==> src/rtl/regfile_mp_if.sv <==
// rtl/regfile_mp_if.sv - port bundle for the multi-port register file with busy scoreboard
interface regfile_mp_if #(
    parameter int ADDR_WIDTH = 5,
    parameter int DATA_WIDTH = 32,
    parameter int NUM_RD     = 2,
    parameter int NUM_WR     = 1
);
    logic [NUM_WR-1:0]            we_i;
    logic [NUM_WR*ADDR_WIDTH-1:0] rw_i;
    logic [NUM_WR*DATA_WIDTH-1:0] wdata_i;
    logic [NUM_RD*ADDR_WIDTH-1:0] ra_i;
    logic [NUM_RD*DATA_WIDTH-1:0] rdata_o;
    logic [NUM_RD-1:0]            rbusy_o;
    logic                         rsv_we_i;
    logic [ADDR_WIDTH-1:0]        rsv_addr_i;
    logic                         flush_i;
    logic [ADDR_WIDTH:0]          busy_cnt_o;

    modport master (
        output we_i, rw_i, wdata_i, ra_i, rsv_we_i, rsv_addr_i, flush_i,
        input  rdata_o, rbusy_o, busy_cnt_o
    );

    modport slave (
        input  we_i, rw_i, wdata_i, ra_i, rsv_we_i, rsv_addr_i, flush_i,
        output rdata_o, rbusy_o, busy_cnt_o
    );
endinterface

==> src/rtl/regfile_mp.sv <==
// rtl/regfile_mp.sv - multi-port register file with per-register busy scoreboard; optional REGFILE_BYPASS_EN forwarding
module regfile_mp #(
    parameter int ADDR_WIDTH = 5,
    parameter int DATA_WIDTH = 32,
    parameter int NUM_RD     = 2,
    parameter int NUM_WR     = 1
) (
    input logic         clk_i,
    input logic         rstn_i,
    regfile_mp_if.slave bus
);
    localparam int NREG = 2 ** ADDR_WIDTH;

`ifdef REGFILE_BYPASS_EN
    localparam bit BYPASS = 1'b1;
`else
    localparam bit BYPASS = 1'b0;
`endif

    logic [DATA_WIDTH-1:0] regs [NREG];
    logic [NREG-1:0]       busy_q;
    logic [NREG-1:0]       busy_d;
    logic [ADDR_WIDTH:0]   cnt_q;
    logic [ADDR_WIDTH:0]   cnt_d;

    logic [ADDR_WIDTH-1:0] wa [NUM_WR];
    logic [DATA_WIDTH-1:0] wd [NUM_WR];
    logic [NUM_WR-1:0]     wv;
    logic [ADDR_WIDTH-1:0] ra [NUM_RD];
    logic [DATA_WIDTH-1:0] rd [NUM_RD];
    logic [NUM_RD-1:0]     rb;
    logic                  rsv_ok;

    // Unpack write ports; a write is only effective for a nonzero address
    always_comb begin
        for (int k = 0; k < NUM_WR; k++) begin
            wa[k] = bus.rw_i[k*ADDR_WIDTH +: ADDR_WIDTH];
            wd[k] = bus.wdata_i[k*DATA_WIDTH +: DATA_WIDTH];
            wv[k] = bus.we_i[k] && (wa[k] != '0);
        end
    end

    assign rsv_ok = bus.rsv_we_i && (bus.rsv_addr_i != '0);

    // Next busy vector: writes clear, reserve sets (wins over write), flush clears everything
    always_comb begin
        busy_d = busy_q;
        for (int k = 0; k < NUM_WR; k++) begin
            if (wv[k]) busy_d[wa[k]] = 1'b0;
        end
        if (rsv_ok) busy_d[bus.rsv_addr_i] = 1'b1;
        if (bus.flush_i) busy_d = '0;
        busy_d[0] = 1'b0;
        cnt_d = '0;
        for (int i = 0; i < NREG; i++) begin
            cnt_d = cnt_d + {{ADDR_WIDTH{1'b0}}, busy_d[i]};
        end
    end

    // Register array; later write ports overwrite earlier ones on address collision
    always_ff @(posedge clk_i or negedge rstn_i) begin
        if (!rstn_i) begin
            for (int i = 0; i < NREG; i++) regs[i] <= '0;
        end else begin
            for (int k = 0; k < NUM_WR; k++) begin
                if (wv[k]) regs[wa[k]] <= wd[k];
            end
        end
    end

    // Busy bits and their registered popcount
    always_ff @(posedge clk_i or negedge rstn_i) begin
        if (!rstn_i) begin
            busy_q <= '0;
            cnt_q  <= '0;
        end else begin
            busy_q <= busy_d;
            cnt_q  <= cnt_d;
        end
    end

    // Combinational read ports, with optional forwarding of the winning same-cycle write
    always_comb begin
        for (int j = 0; j < NUM_RD; j++) begin
            ra[j] = bus.ra_i[j*ADDR_WIDTH +: ADDR_WIDTH];
            rd[j] = regs[ra[j]];
            rb[j] = busy_q[ra[j]];
            if (BYPASS) begin
                for (int k = 0; k < NUM_WR; k++) begin
                    if (wv[k] && (wa[k] == ra[j])) begin
                        rd[j] = wd[k];
                        rb[j] = rsv_ok && (bus.rsv_addr_i == ra[j]);
                    end
                end
            end
            if (!rstn_i || (ra[j] == '0)) begin
                rd[j] = '0;
                rb[j] = 1'b0;
            end
        end
    end

    // Pack read results onto the bus
    always_comb begin
        bus.rdata_o = '0;
        for (int j = 0; j < NUM_RD; j++) begin
            bus.rdata_o[j*DATA_WIDTH +: DATA_WIDTH] = rd[j];
        end
    end

    assign bus.rbusy_o    = rb;
    assign bus.busy_cnt_o = cnt_q;
endmodule

==> src/flat_wrapper.sv <==
// flat-port wrapper written by rule: the top's interface ports become plain ports
module regfile_mp_flat 
#(
    parameter int ADDR_WIDTH = 5,
    parameter int DATA_WIDTH = 32,
    parameter int NUM_RD     = 2,
    parameter int NUM_WR     = 1
)
  (clk_i, rstn_i, bus_we_i, bus_rw_i, bus_wdata_i, bus_ra_i, bus_rsv_we_i, bus_rsv_addr_i, bus_flush_i, bus_rdata_o, bus_rbusy_o, bus_busy_cnt_o);
  regfile_mp_if #(.ADDR_WIDTH(ADDR_WIDTH), .DATA_WIDTH(DATA_WIDTH), .NUM_RD(NUM_RD), .NUM_WR(NUM_WR)) bus_i ();
  input logic clk_i;
  input logic rstn_i;
  input wire logic [$bits(bus_i.we_i)-1:0] bus_we_i;
  input wire logic [$bits(bus_i.rw_i)-1:0] bus_rw_i;
  input wire logic [$bits(bus_i.wdata_i)-1:0] bus_wdata_i;
  input wire logic [$bits(bus_i.ra_i)-1:0] bus_ra_i;
  input wire logic [$bits(bus_i.rsv_we_i)-1:0] bus_rsv_we_i;
  input wire logic [$bits(bus_i.rsv_addr_i)-1:0] bus_rsv_addr_i;
  input wire logic [$bits(bus_i.flush_i)-1:0] bus_flush_i;
  output wire logic [$bits(bus_i.rdata_o)-1:0] bus_rdata_o;
  output wire logic [$bits(bus_i.rbusy_o)-1:0] bus_rbusy_o;
  output wire logic [$bits(bus_i.busy_cnt_o)-1:0] bus_busy_cnt_o;
  assign bus_i.we_i = bus_we_i;
  assign bus_i.rw_i = bus_rw_i;
  assign bus_i.wdata_i = bus_wdata_i;
  assign bus_i.ra_i = bus_ra_i;
  assign bus_i.rsv_we_i = bus_rsv_we_i;
  assign bus_i.rsv_addr_i = bus_rsv_addr_i;
  assign bus_i.flush_i = bus_flush_i;
  assign bus_rdata_o = bus_i.rdata_o;
  assign bus_rbusy_o = bus_i.rbusy_o;
  assign bus_busy_cnt_o = bus_i.busy_cnt_o;
  regfile_mp #(.ADDR_WIDTH(ADDR_WIDTH), .DATA_WIDTH(DATA_WIDTH), .NUM_RD(NUM_RD), .NUM_WR(NUM_WR)) u_core (.clk_i(clk_i), .rstn_i(rstn_i), .bus(bus_i));
endmodule
==> config.mk <==
export PLATFORM = sky130hd
export DESIGN_NAME = regfile_mp_flat
export DESIGN_NICKNAME = d
export VERILOG_FILES = /design/src/rtl/regfile_mp_if.sv /design/src/rtl/regfile_mp.sv /design/src/flat_wrapper.sv
export SDC_FILE = /design/constraint.sdc
export NUM_CORES = 2
export LEC_CHECK = 0
export CAP_MARGIN = 5
export CORE_MARGIN = 8
export CORE_UTILIZATION = 40
export DETAILED_ROUTE_END_ITERATION = 16
export PLACE_DENSITY = 0.59
export SLEW_MARGIN = 5
export SYNTH_ARGS = -nofsm -noshare
export SYNTH_HDL_FRONTEND = slang
export SYNTH_SLANG_ARGS = --single-unit
==> constraint.sdc <==
create_clock -name clk_i -period 7.6 [get_ports clk_i]
set_input_delay 0.76 -clock clk_i [delete_from_list [all_inputs] [get_ports clk_i]]
set_output_delay 0.76 -clock clk_i [all_outputs]
set_load 0.02 [all_outputs]
==> results.md <==
- Placed cell count: 5,682
- Die width: 392 um
- Worst R2R Setup Slack: 2320 ps
- First-pass GRT wire length: 281 mm
- Leakage: 27.8 nW
- Crit path buf inv count: 3
- CTS clk-pin slew, worst paths: 60 ps
- Post-synthesis cell area: 56,700 um2
- Die area: 154,000 um2
- Cell variety after synth: 46
- Most frequent CP cell: fa_1
- Worst Path Arrival: 6810 ps
- Max-Cap Viols: 0
- Routed WL: 194 mm
- Critical path data required time: 8250 ps
- Mux contribution to synthesized area: 0.400
- Worst reg2reg endpoint: u_core.bus.busy_cnt_o[4]$_DFF_PN0_
- Critical path class: input pin to register
- Drt first pass iters: 7
- Fin Hold WS: 390 ps
- Port buffer count: 128
- Synth Area in Simple Gates: 0.0365
- Worst-path cell chain: clkdlybuf4s50_1 > nor3_2 > nand2_4 > a22oi_1 > nor2_1 > ha_1 > inv_1 > fa_1 > fa_1 > fa_1 > fa_1 > fa_1 > inv_1 > fa_1 > ha_1 > fa_1 > a21o_1 > a21oi_1 > xnor2_1
- Final Wtd Congestion: 0.850
- XOR/XNOR share of the synthesized area: 0.000464
- RSZ-0062 raised after global routing: false
- Top Ports: 129
- Area of the core: 141,000 um2
- Max frequency: 0.162 GHz
- Status: completed
- Worst slew pin tran: 1350 ps
- Pwr Total: 16.5 mW
- WHS Path Cells: 0
- Period utilization: 0.811
- Register area share after synthesis: 0.469
- Vias in the first global route: 38,500
- Total CTS buffers: 116
- Initial DRC Count: 3,614
- Skew final: 13.0 ps
- Initial antenna violation count: 10
- Setup TNS: 0 ps
- Remaining Overflow, GRT: 0
- Slew margin rel.: 0.0966
- Count of final hold-check violations: 0
- Most frequent cells in the layout: dfrtp_1 (1,061), mux2_2 (958), mux4_2 (384)
- DRT antenna net count: 0
- Post-CTS Setup Inserts: 0
- Vias per Instance: 6.32
- Worst path top cell family by delay: adder cells
- Largest family of logic cells by synthesized area: multiplexers
- Routed WL per cell: 32.9 um
- CTS tree: done
- Root buf cell: clkbuf_16
- Post-Synth Adder-Cell Area: 0.0101
- Total number of vias: 37,300
- Max-slew violations: 0
- H-tree level count: 3
- Hold Crit Class: register to register
- Commonest non-fill, non-tap cell in the layout: dfrtp_1
- Ys Warns: 0
- Crit path time final: 6170 ps
- Hold Crit Start: u_core.regs[1017]$_DFFE_PN0P_
- Mapped Nets: 4,105
- Syn Area/Cell: 14.1 um2
- Final Setup Violations: 0
- NumNets Final: 4,000
- Worst-case clock buffer depth: 3
- VDD IR max: 0.000182 V
- Die height: 392 um
- Pwr dens: 259 nW/um2
- Post-DP HPWL: 105 mm
- Post-synthesis cell count: 4,016
- Worst path max stage delay: 630 ps
- Final core occ: 0.451
- Synth Area in Compound Gates: 0.0485
- R2R depth: 16
- Share of cells above drive strength 1: 0.424
- Slowest-stage cell, CP: nor3_2
- Initial Utilization: 0.402
- DRC: 0
- Crit path capture type: register
- Clock sinks: 1,061
- Clk Latency, worst-skew pair: 730 ps
- Final cell count without fillers: 5,908
- Largest net degree at the start of global routing: 89
- Area Growth Syn to Fin: 12.2%
- Hold path endpoint: u_core.regs[1017]$_DFFE_PN0P_
- Yosys reg bits: 1,061
- Crit Reg-Reg Startpoint: u_core.busy_q[2]$_DFF_PN0_
- CP Launch Type: input pin
- Row count: 138
- CP max FO: 10
- GRT Util Overall: 0.250
==> report_power, final <==
| part | switching, mW | total (mW) | internal (mW) |
|---|---|---|---|
| Clock | 2.48 | 5.98 | 3.50 |
| Sequential | 0.741 | 7.43 | 6.69 |
| Combinational | 1.27 | 3.05 | 1.78 |
==> how the worst max path moves through the flow <==
stage,from,cells past startpoint,slack [ps],endpoint
3_5_place_dp,bus_rw_i[4],19,710,u_core.bus.busy_cnt_o[4]$_DFF_PN0_
4_1_cts,bus_rw_i[4],19,1500,u_core.bus.busy_cnt_o[4]$_DFF_PN0_
6_report,bus_rw_i[4],19,1430,u_core.bus.busy_cnt_o[4]$_DFF_PN0_
2_1_floorplan,bus_rw_i[2],20,1530,u_core.bus.busy_cnt_o[4]$_DFF_PN0_
5_1_grt,bus_rw_i[4],19,1200,u_core.bus.busy_cnt_o[4]$_DFF_PN0_
3_3_place_gp,bus_rw_i[4],19,860,u_core.bus.busy_cnt_o[4]$_DFF_PN0_
==> area by class of cell <==
| type | instances | area [um2] |
|---|---|---|
| fillers | 12600 | 77500 |
| multi-input cells | 2470 | 28400 |
| inverters | 34 | 128 |
| repair buffers | 228 | 2120 |
| clock inverters | 57 | 739 |
| clock buffers | 161 | 3290 |
| well taps | 1890 | 2360 |
| diodes | 7 | 17.5 |
| flip-flops and latches | 1061 | 26600 |
==> flip-flops by register name, indices dropped and copies added, names as in the netlist <==
signal                 cells
u_core.busy_q             31
u_core.regs             1024
u_core.bus.busy_cnt_o      6
==> repair_timing <==
item                                   4_1_cts  5_1_grt
endpoints found under the hold margin       57        0
hold buffers                                 1        0
resized for setup                            0        0
==> cell families (layout without fill, tap and decap cells) <==
logic type	Yosys count	count (layout)
DFF	1061	1061
adders and majority gates	32	32
muxes	1660	1660
AOI/OAI and AO/OA	400	400
and+or+nand+nor	375	375
buffers and inverters	485	480
other	0	7
xor gates and xnor gates	3	3
==> metrics by stage <==
stage	cell area, um2	worst slack, ps
after CTS	63600	1500
after floorplan	56700	1530
final	63600	1430
after global placement	59500	860
after detailed placement	59500	705
after global routing	63600	1200
==> cells in the mapped netlist (all sizes together) <==
cell type,number,area share
nand3,73,0.0064
o211ai,2,0.00026
a21o,22,0.0029
and2,11,0.0012
o21ba,2,0.00035
and4b,1,0.00018
a21oi,101,0.0089
o21a,1,0.00013
nor4bb,3,0.00053
ha,9,0.0020
a31oi,5,0.00055
o21ai,3,0.00026
buf,184,0.016
mux2,994,0.20
nand2b,13,0.0014
nand4,72,0.0079
and3b,4,0.00062
mux2i,282,0.050
a32oi,1,0.00015
clkbuf,267,0.018
nand3b,8,0.0011
a21boi,2,0.00026
fa,23,0.0081
nor3b,9,0.0013
nor3,8,0.00079
a22o,1,0.00015
or2,1,0.00011
xnor2,2,0.00031
or3b,1,0.00015
and3,66,0.0073
xor2,1,0.00015
a22oi,257,0.034
nor2,28,0.0019
inv,34,0.0023
dfrtp,1061,0.47
mux4,384,0.15
nor2b,12,0.0013
nand2,65,0.0043
a221o,2,0.00035
o311ai,1,0.00015
==> worst register-to-register path: stages, from the launching register on <==
cell	delay, ps
dfrtp_1	450
a22oi_1	180
nor2_1	80
ha_1	320
inv_1	90
fa_1	450
fa_1	470
fa_1	540
fa_1	440
fa_1	490
inv_1	50
fa_1	440
ha_1	240
fa_1	470
a21o_1	190
a21oi_1	170
xnor2_1	140
==> per-layer routing <==
layer / wire length (um) / track usage
met3: 13700 / 0.0471
met1: 81600 / 0.339
met4: 8080 / 0.100
met2: 91100 / 0.398
met5: 0 / 0
Power figures use the tool's default switching activity.
